===== config.mk =====
export PLATFORM = sky130hd
export DESIGN_NAME = fpga_cfg_master
export DESIGN_NICKNAME = d
export VERILOG_FILES = /design/src/rtl/fpga_cfg_master.sv
export SDC_FILE = /design/constraint.sdc
export NUM_CORES = 1
export LEC_CHECK = 0
export CAP_MARGIN = 20
export CORE_MARGIN = 1.5
export CORE_UTILIZATION = 50
export DETAILED_ROUTE_END_ITERATION = 10
export GPL_TIMING_DRIVEN = 1
export HOLD_SLACK_MARGIN = 0.03
export PLACE_DENSITY_LB_ADDON = 0.15
export SYNTH_ARGS = -nofsm -noshare
export SYNTH_HDL_FRONTEND = slang
export SYNTH_SLANG_ARGS = --single-unit

===== constraint.sdc =====
create_clock -name i_clk -period 3.2 [get_ports i_clk]
set_clock_uncertainty 0.15 [all_clocks]
set_input_delay 0.48 -clock i_clk [delete_from_list [all_inputs] [get_ports i_clk]]
set_output_delay 0.48 -clock i_clk [all_outputs]
set_load 0.01 [all_outputs]

===== src/rtl/fpga_cfg_master.sv =====
// FPGA-side configuration master: holds the backend in reset, shifts a multi-word frame
// MSB-first over sclk/sdout, then waits for ready with a timeout. Optional parity: CFG_PARITY_EN.
module fpga_cfg_master #(
    parameter  int unsigned WORD_W        = 8,
    parameter  int unsigned NUM_WORDS     = 4,
    parameter  int unsigned SCLK_DIV      = 2,
    parameter  int unsigned RESET_HOLD    = 16,
    parameter  int unsigned READY_TIMEOUT = 1024,
    localparam int unsigned IDX_W         = (NUM_WORDS > 1) ? $clog2(NUM_WORDS) : 1
) (
    input  logic                        i_clk,
    input  logic                        i_reset,
    input  logic                        i_start,
    input  logic [NUM_WORDS*WORD_W-1:0] i_cfg_data,
    input  logic                        i_ready,
    output logic                        o_resetbAll,
    output logic                        o_sclk,
    output logic                        o_sdout,
    output logic                        o_busy,
    output logic                        o_done,
    output logic                        o_timeout,
    output logic [IDX_W-1:0]            o_word_idx
);

`ifdef CFG_PARITY_EN
    localparam int unsigned FRAME = WORD_W + 1;
`else
    localparam int unsigned FRAME = WORD_W;
`endif
    localparam int unsigned DATA_W  = NUM_WORDS * WORD_W;
    localparam int unsigned BIT_W   = (FRAME > 1) ? $clog2(FRAME) : 1;
    localparam int unsigned PH_W    = $clog2(2 * SCLK_DIV);
    localparam int unsigned CNT_MAX = (RESET_HOLD > READY_TIMEOUT) ? RESET_HOLD : READY_TIMEOUT;
    localparam int unsigned CNT_W   = (CNT_MAX > 1) ? $clog2(CNT_MAX) : 1;

    localparam logic [2:0] ST_IDLE     = 3'd0;
    localparam logic [2:0] ST_RST_HOLD = 3'd1;
    localparam logic [2:0] ST_SHIFT    = 3'd2;
    localparam logic [2:0] ST_WAIT_RDY = 3'd3;
    localparam logic [2:0] ST_DONE     = 3'd4;
    localparam logic [2:0] ST_ERROR    = 3'd5;

    logic [2:0]        state_q, state_d;
    logic [CNT_W-1:0]  cnt_q, cnt_d;
    logic [PH_W-1:0]   ph_q, ph_d;
    logic [BIT_W-1:0]  bit_q, bit_d;
    logic [IDX_W-1:0]  word_d;
    logic [DATA_W-1:0] data_q, data_d;
    logic              resetb_d, sclk_d, sdout_d, busy_d, done_d, tmo_d;

    // Serial value of bit b of word w; positions past the word LSB carry its odd parity.
    function automatic logic word_bit(input logic [DATA_W-1:0] d,
                                      input logic [IDX_W-1:0]  w,
                                      input logic [BIT_W-1:0]  b);
        logic [WORD_W-1:0] word;
        logic [WORD_W-1:0] sh;
        word = WORD_W'(d >> (int'(w) * WORD_W));
`ifdef CFG_PARITY_EN
        if (int'(b) >= WORD_W) begin
            return ~(^word);
        end
`endif
        sh = word >> (WORD_W - 1 - int'(b));
        return sh[0];
    endfunction

    // State and registered outputs
    always_ff @(posedge i_clk) begin
        if (i_reset) begin
            state_q     <= ST_IDLE;
            cnt_q       <= '0;
            ph_q        <= '0;
            bit_q       <= '0;
            data_q      <= '0;
            o_word_idx  <= '0;
            o_resetbAll <= 1'b0;
            o_sclk      <= 1'b0;
            o_sdout     <= 1'b0;
            o_busy      <= 1'b0;
            o_done      <= 1'b0;
            o_timeout   <= 1'b0;
        end else begin
            state_q     <= state_d;
            cnt_q       <= cnt_d;
            ph_q        <= ph_d;
            bit_q       <= bit_d;
            data_q      <= data_d;
            o_word_idx  <= word_d;
            o_resetbAll <= resetb_d;
            o_sclk      <= sclk_d;
            o_sdout     <= sdout_d;
            o_busy      <= busy_d;
            o_done      <= done_d;
            o_timeout   <= tmo_d;
        end
    end

    // Next-state and next-output logic
    always_comb begin
        state_d  = state_q;
        cnt_d    = cnt_q;
        ph_d     = ph_q;
        bit_d    = bit_q;
        word_d   = o_word_idx;
        data_d   = data_q;
        resetb_d = o_resetbAll;
        sclk_d   = o_sclk;
        sdout_d  = o_sdout;
        busy_d   = o_busy;
        done_d   = o_done;
        tmo_d    = o_timeout;

        case (state_q)
            ST_IDLE, ST_DONE, ST_ERROR: begin
                if (i_start) begin
                    state_d  = ST_RST_HOLD;
                    data_d   = i_cfg_data;
                    cnt_d    = CNT_W'(RESET_HOLD - 1);
                    resetb_d = 1'b0;
                    busy_d   = 1'b1;
                    done_d   = 1'b0;
                    tmo_d    = 1'b0;
                end
            end
            ST_RST_HOLD: begin
                if (cnt_q == '0) begin
                    state_d  = ST_SHIFT;
                    resetb_d = 1'b1;
                    ph_d     = '0;
                    bit_d    = '0;
                    word_d   = '0;
                    sclk_d   = 1'b0;
                    sdout_d  = word_bit(data_q, '0, '0);
                end else begin
                    cnt_d = cnt_q - 1'b1;
                end
            end
            ST_SHIFT: begin
                if (ph_q == PH_W'(SCLK_DIV - 1)) begin
                    sclk_d = 1'b1;
                    ph_d   = ph_q + 1'b1;
                end else if (ph_q == PH_W'(2 * SCLK_DIV - 1)) begin
                    // Falling edge closes the bit period; the next bit goes out with it
                    sclk_d = 1'b0;
                    ph_d   = '0;
                    if (bit_q == BIT_W'(FRAME - 1)) begin
                        bit_d = '0;
                        if (o_word_idx == IDX_W'(NUM_WORDS - 1)) begin
                            state_d = ST_WAIT_RDY;
                            word_d  = '0;
                            sdout_d = 1'b0;
                            cnt_d   = '0;
                        end else begin
                            word_d  = o_word_idx + 1'b1;
                            sdout_d = word_bit(data_q, o_word_idx + 1'b1, '0);
                        end
                    end else begin
                        bit_d   = bit_q + 1'b1;
                        sdout_d = word_bit(data_q, o_word_idx, bit_q + 1'b1);
                    end
                end else begin
                    ph_d = ph_q + 1'b1;
                end
            end
            ST_WAIT_RDY: begin
                // Ready is checked before expiry so a last-cycle ready still succeeds
                if (i_ready) begin
                    state_d = ST_DONE;
                    done_d  = 1'b1;
                    busy_d  = 1'b0;
                end else if (cnt_q == CNT_W'(READY_TIMEOUT - 1)) begin
                    state_d = ST_ERROR;
                    tmo_d   = 1'b1;
                    busy_d  = 1'b0;
                end else begin
                    cnt_d = cnt_q + 1'b1;
                end
            end
            default: state_d = ST_IDLE;
        endcase
    end

endmodule


==> results of run 1 <==
-- cell families (layout without fill, tap and decap cells) --
family	after synthesis	in the layout	share of synthesized area [%]
buffers and inverters	27	74	3.54
AND/OR/NAND/NOR	151	151	22.6
XOR/XNOR	5	5	1.46
flip-flops	58	58	38.7
AO/OA/AOI/OAI	85	85	16.6
adder cells (fa/ha/maj)	15	15	6.51
multiplexers	18	18	10.7
-- flip-flops by register name (all words and copies together), names as in the netlist --
signal       cells
o_sclk           1
state_q          3
bit_q            3
ph_q             2
data_q          32
o_timeout        1
o_sdout          1
cnt_q           10
o_word_idx       2
o_resetbAll      1
o_busy           1
o_done           1
-- cell usage in the layout (no fill, tap or decap), types with 9 or more instances in the layout --
cell type        Yosys  layout
a21oi_1             50      50
nor2_1              24      24
ha_1                14      14
mux4_2              11      11
dfxtp_1             58      58
clkdlybuf4s50_1      0      42
clkbuf_8             0       9
nand3_1             10      10
nand2_1             78      78
buf_4                1       9
-- critical path, delay by kind of cell (launching register included) --
kind	cells	cell delay, ns
simple gates	3	0.59
compound gates	4	0.92
buf+inv	1	0.23
fa+ha+maj	1	0.32
flops	1	0.44
mux	1	0.32
-- per-stage QoR --
stage | hold WS (ns) | utilization (%) | instances
after floorplan | 0.283 | - | 359
after global placement | 0.289 | 59.9 | 465
after detailed placement | 0.296 | 59.9 | 465
after CTS | 0.304 | 63.2 | 481
after global routing | 0.317 | 63.2 | 481
final | 0.303 | 63.2 | 481
-- layout make-up --
cell class	count	area (sq um)
repair buffers	52	493
well taps	75	93.8
flip-flops and latches	58	1160
fillers	518	2150
inverters	6	22.5
clock inverters	6	66.3
clock buffers	10	128
multi-input cells	274	1730
-- power groups by stage --
stage	Combinational (mW)	Sequential, mW	Clock, mW
floorplan	0.969	0.971	0
global placement	1.25	1.00	0
detailed placement	1.25	1.01	0
CTS	1.26	0.990	0.675
global route	1.42	1.01	0.715
finish	1.26	0.992	0.661
-- final timing paths --
kind                            slack (ns)                       to  cells past startpoint
worst max-delay path                  0.16    cnt_q[9]$_SDFFE_PP0P_                     10
worst max register to register        0.16    cnt_q[9]$_SDFFE_PP0P_                     10
worst min register to register        0.30  data_q[20]$_SDFFE_PP0P_                      2
worst min-delay path                  0.30  data_q[20]$_SDFFE_PP0P_                      2
-- layer usage --
metal	routed length (um)	GRT usage, %
met5	0	0
met4	83	7.07
met3	278	6.70
met2	3210	36.8
met1	3340	31.7
==> results.cfg, run 1 <==
[status]
status = finished, final reports clean

[drt]
first_iter_violations = 151
drcViolationCount = 0
wl_per_cell_um = 14.4
vias = 2678
dr.pass1.iters = 5
route.final.wire_length_um = 6920
ant_nets = 0
via_per_inst = 5.57

[clock_tree]
cts_buffers = 9
post_cts_buffers = 0
clk_pin_slew_ns = 0.07
cts.sinks = 58
htreeDepth = 3
ctsResizeCount = 0
clk_path_buf_depth = 2
clock_latency_ns = 0.33
cts_hold_buf = 0
clockRootBuffer = clkbuf_8
cts_tree = yes

[power]
p_switching_mw = 1.12
p_per_area_mw_per_mm2 = 787
power.share.sequential_pct = 34.1
p_clk_share_pct = 22.7
p_total_mw = 2.91
pwr-share-comb_pct = 43.2
ir_drop_uv = 376
switching_share_pct = 38.6
power.internal_mw = 1.79
p_leak_nw = 1.41

[logic_synthesis]
synth.largest_area_cell = dfxtp_1
synth_common_cells = 78 x nand2_1, 58 x dfxtp_1, 50 x a21oi_1
synth_seq_cells = 58
syn_area_sq_mm = 0.00300
yosys_warnings = 0
synthTopCellsByArea = dfxtp_1 39%, nand2_1 9.8%, a21oi_1 8.3%
syn_area_per_cell_sq_um = 8.36
synthesis.instances = 359
synthArstFlopShare_pct = 0
yosysMostFrequentCell = nand2_1
synth_top_flop_cell = dfxtp_1
synth_top_area_share_pct = 38.7
synth_nets = 410
synth_edf_count = 0
ys_types = 42
ys_seq_area_share_pct = 38.7

[timing]
grt_setup_unrepaired = false
max_freq_mhz = 329
finalHoldViolations = 0
relSlewSlack_pct = 30.1
tns_ns = 0
finalCritPeriodShare_pct = 95.0
min_period_ns = 3.04
setup_slack_ns = 0.160
setup_violations = 0
drv_slew = 0
worst_pin_slew_ns = 1.05

[place]
gp_congestion = 0.862
place_area_sq_mm = 0.00350
io_buffers = 43
dp_hpwl_um = 4980
dp_worst_setup_slack_ns = 0.232

[worst_setup_path]
critPathCaptureType = flip-flop
critPathMaxFanout = 7
r2r-start = state_q[1]$_SDFFE_PP0P_
crit_path_top_delay_cell = dfxtp_1
worstPathRequired_ns = 3.30
crit_chain = nor2b_1, nand2_1, buf_4, ha_1, a21o_1, a211o_1, a311o_1, nand3_1, mux2_1, a21oi_1
crit_path_start_kind = flip-flop
cp_data_arrival_time_ns = 3.14
path_class = flip-flop to flip-flop
crit_start = state_q[1]$_SDFFE_PP0P_
slowest_delay_ns = 0.44

[global_route]
grt_pass1_vias = 2446
grt_max_degree = 59
antenna_found_initial = 0
grt_pass1_wl_um = 11500
grt_usage_pct = 23.6
overflow = 0

[cells_and_area]
design_area_sq_mm = 0.00370
areaGrowthSynthToFinish_pct = 23.2
diodes = 0
nets = 452
drive_gt1_share_pct = 9.36

[hold_path]
hold_class = flip-flop to flip-flop
min-delay-start = data_q[20]$_SDFFE_PP0P_

[job]
cap_violations = 0

[die]
start_util_pct = 51.3
die-area_sq_mm = 0.00647
core_area_sq_mm = 0.00585
num_rows = 28
die_w_um = 80.5
ios = 44
die_height_um = 80.5
Note: power is estimated with default switching activity, not from simulation.
==> run 2: changes to the inputs <==
--- a/config.mk
+++ b/config.mk
@@ -6,8 +6,10 @@
 export NUM_CORES = 1
 export LEC_CHECK = 0
 export CAP_MARGIN = 20
+export CELL_PAD_IN_SITES_DETAIL_PLACEMENT = 1
+export CELL_PAD_IN_SITES_GLOBAL_PLACEMENT = 1
 export CORE_MARGIN = 1.5
-export CORE_UTILIZATION = 50
+export CORE_UTILIZATION = 40
 export DETAILED_ROUTE_END_ITERATION = 10
 export GPL_TIMING_DRIVEN = 1
 export HOLD_SLACK_MARGIN = 0.03
==> run 2 against run 1 <==
- clock power fell by 4.8%
- clock-buffer cell count did not move
- design area rose by 1.4%
- non-clock buffer count rose by 5
- global-route usage fell by 0.81 points
- critical path depth did not move
- power rose by 0.73%
- sequential share of layout area fell by 0.44 points
- critical endpoint unchanged
- largest power group unchanged
==> results.cfg, run 2 (synthesis gave the netlist of run 1 again) <==
[cells_and_area]
largest_reg_flops = 32
diodes = 0
nets = 457
nFillCells = 883
layout_commonest_cell = nand2_1
drive_gt1_share_pct = 10.7
final_cells = 510
layout_common_cells = 78 x nand2_1, 58 x dfxtp_1, 50 x a21oi_1, 42 x clkdlybuf4s50_1, 24 x nor2_1
regMostFlops = data_q
areaGrowthSynthToFinish_pct = 25.0
reg_top3 = data_q: 32 flops, cnt_q: 10 flops
design_area_sq_mm = 0.00375

[global_route]
grt_usage_pct = 22.8
antenna_found_initial = 0
grt_pass1_vias = 2718
grt_pass1_wl_um = 13700
overflow = 0
grt_max_degree = 34

[clock_tree]
cts.sinks = 58
ctsResizeCount = 0
cts_buffers = 9
htreeDepth = 3
clk_path_buf_depth = 2
clock_latency_ns = 0.35
clk_pin_slew_ns = 0.07
clockRootBuffer = clkbuf_8
cts_hold_buf = 0
cts_tree = yes
post_cts_buffers = 0

[die]
die_w_um = 89.6
start_util_pct = 41.4
num_rows = 31
die_height_um = 89.6
ios = 44
core_area_sq_mm = 0.00725
die-area_sq_mm = 0.00803

[worst_setup_path]
critPathCaptureType = flip-flop
crit_path_start_kind = flip-flop
path_class = flip-flop to flip-flop
cp_data_arrival_time_ns = 3.06
worstPathRequired_ns = 3.33
critPathMaxFanout = 9

[place]
io_buffers = 43
dp_hpwl_um = 6010
dp_cells = 494
place_area_sq_mm = 0.00357
gp_congestion = 0.862

[timing]
finalHoldViolations = 0
setup_violations = 0
finalCritPeriodShare_pct = 91.7
relSlewSlack_pct = 59.8
min_period_ns = 2.93
drv_slew = 0
worst_pin_slew_ns = 0.602
grt_setup_unrepaired = false
max_freq_mhz = 341
tns_ns = 0

[power]
ir_drop_uv = 296
p_per_area_mw_per_mm2 = 782
p_leak_nw = 1.43
p_total_mw = 2.93

[hold_path]
hold_class = flip-flop to flip-flop

[status]
status = finished, final reports clean

[drt]
vias = 2771
route.final.wire_length_um = 8180
wl_per_cell_um = 16.0
via_per_inst = 5.43
dr.pass1.iters = 4
first_iter_violations = 101
ant_nets = 0
drcViolationCount = 0

[job]
cap_violations = 0
[run 2: changes by cell type in the layout (fill, tap and decap cells not counted)]
cell	delta
buf_4	+5
bufinv_16	-1
clkbuf_1	-1
clkbuf_8	+1
clkinv_2	+1
[run 2: power by group]
part / internal, mW / total, mW / switching (mW)
combinational: 0.577 / 1.31 / 0.729
sequential: 0.865 / 0.997 / 0.132
clock: 0.301 / 0.629 / 0.328
total: 1.74 / 2.93 / 1.19
[run 2: worst max-delay path: stages (launching register included)]
cell and delay (ns):
dfxtp_1 0.45, nor2b_1 0.25, nand2_1 0.15, buf_4 0.21
ha_1 0.33, a21o_1 0.18, a211o_1 0.29, a311o_1 0.31
nand3_1 0.08, mux2_1 0.32, a21oi_1 0.14
[run 2: final timing paths]
path         slack [ns]  depth (start not counted)               startpoint                       to
max                0.27                         10  state_q[1]$_SDFFE_PP0P_    cnt_q[9]$_SDFFE_PP0P_
min                0.30                          2  data_q[11]$_SDFFE_PP0P_  data_q[11]$_SDFFE_PP0P_
max reg2reg        0.27                         10  state_q[1]$_SDFFE_PP0P_    cnt_q[9]$_SDFFE_PP0P_
min reg2reg        0.30                          2  data_q[11]$_SDFFE_PP0P_  data_q[11]$_SDFFE_PP0P_
[run 2: through the flow]
step / util (%) / hold WS [ns] / setup slack [ns]
after floorplan: - / 0.283 / 0.375
after global placement: 49.2 / 0.291 / 0.367
after detailed placement: 49.2 / 0.298 / 0.289
after CTS: 51.7 / 0.308 / 0.262
after global routing: 51.7 / 0.326 / 0.0788
final: 51.7 / 0.304 / 0.265
[run 2: routing by layer]
layer	wire (um)	GRT usage (%)
met4	129	8.39
met2	3950	36.6
met5	0	0
met1	3840	30.5
met3	266	4.57
[run 2: layout make-up]
| class | instances | area, sq um | area share, % |
|---|---|---|---|
| clock inverter | 6 | 41.3 | 1.10 |
| multi-input combinational | 274 | 1730 | 46.2 |
| sequential | 58 | 1160 | 31.0 |
| clock buffer | 10 | 138 | 3.67 |
| inverter | 6 | 22.5 | 0.601 |
| timing repair buffer | 57 | 531 | 14.1 |
| tap | 99 | 124 | 3.30 |
==> run 3: changes to the inputs <==
--- a/config.mk
+++ b/config.mk
@@ -11,6 +11,7 @@
 export CORE_MARGIN = 1.5
 export CORE_UTILIZATION = 40
 export DETAILED_ROUTE_END_ITERATION = 10
+export GPL_ROUTABILITY_DRIVEN = 0
 export GPL_TIMING_DRIVEN = 1
 export HOLD_SLACK_MARGIN = 0.03
 export PLACE_DENSITY_LB_ADDON = 0.15
==> results of run 3 <==
No change in the layout: final DEF, timing and power equal those of run 2.
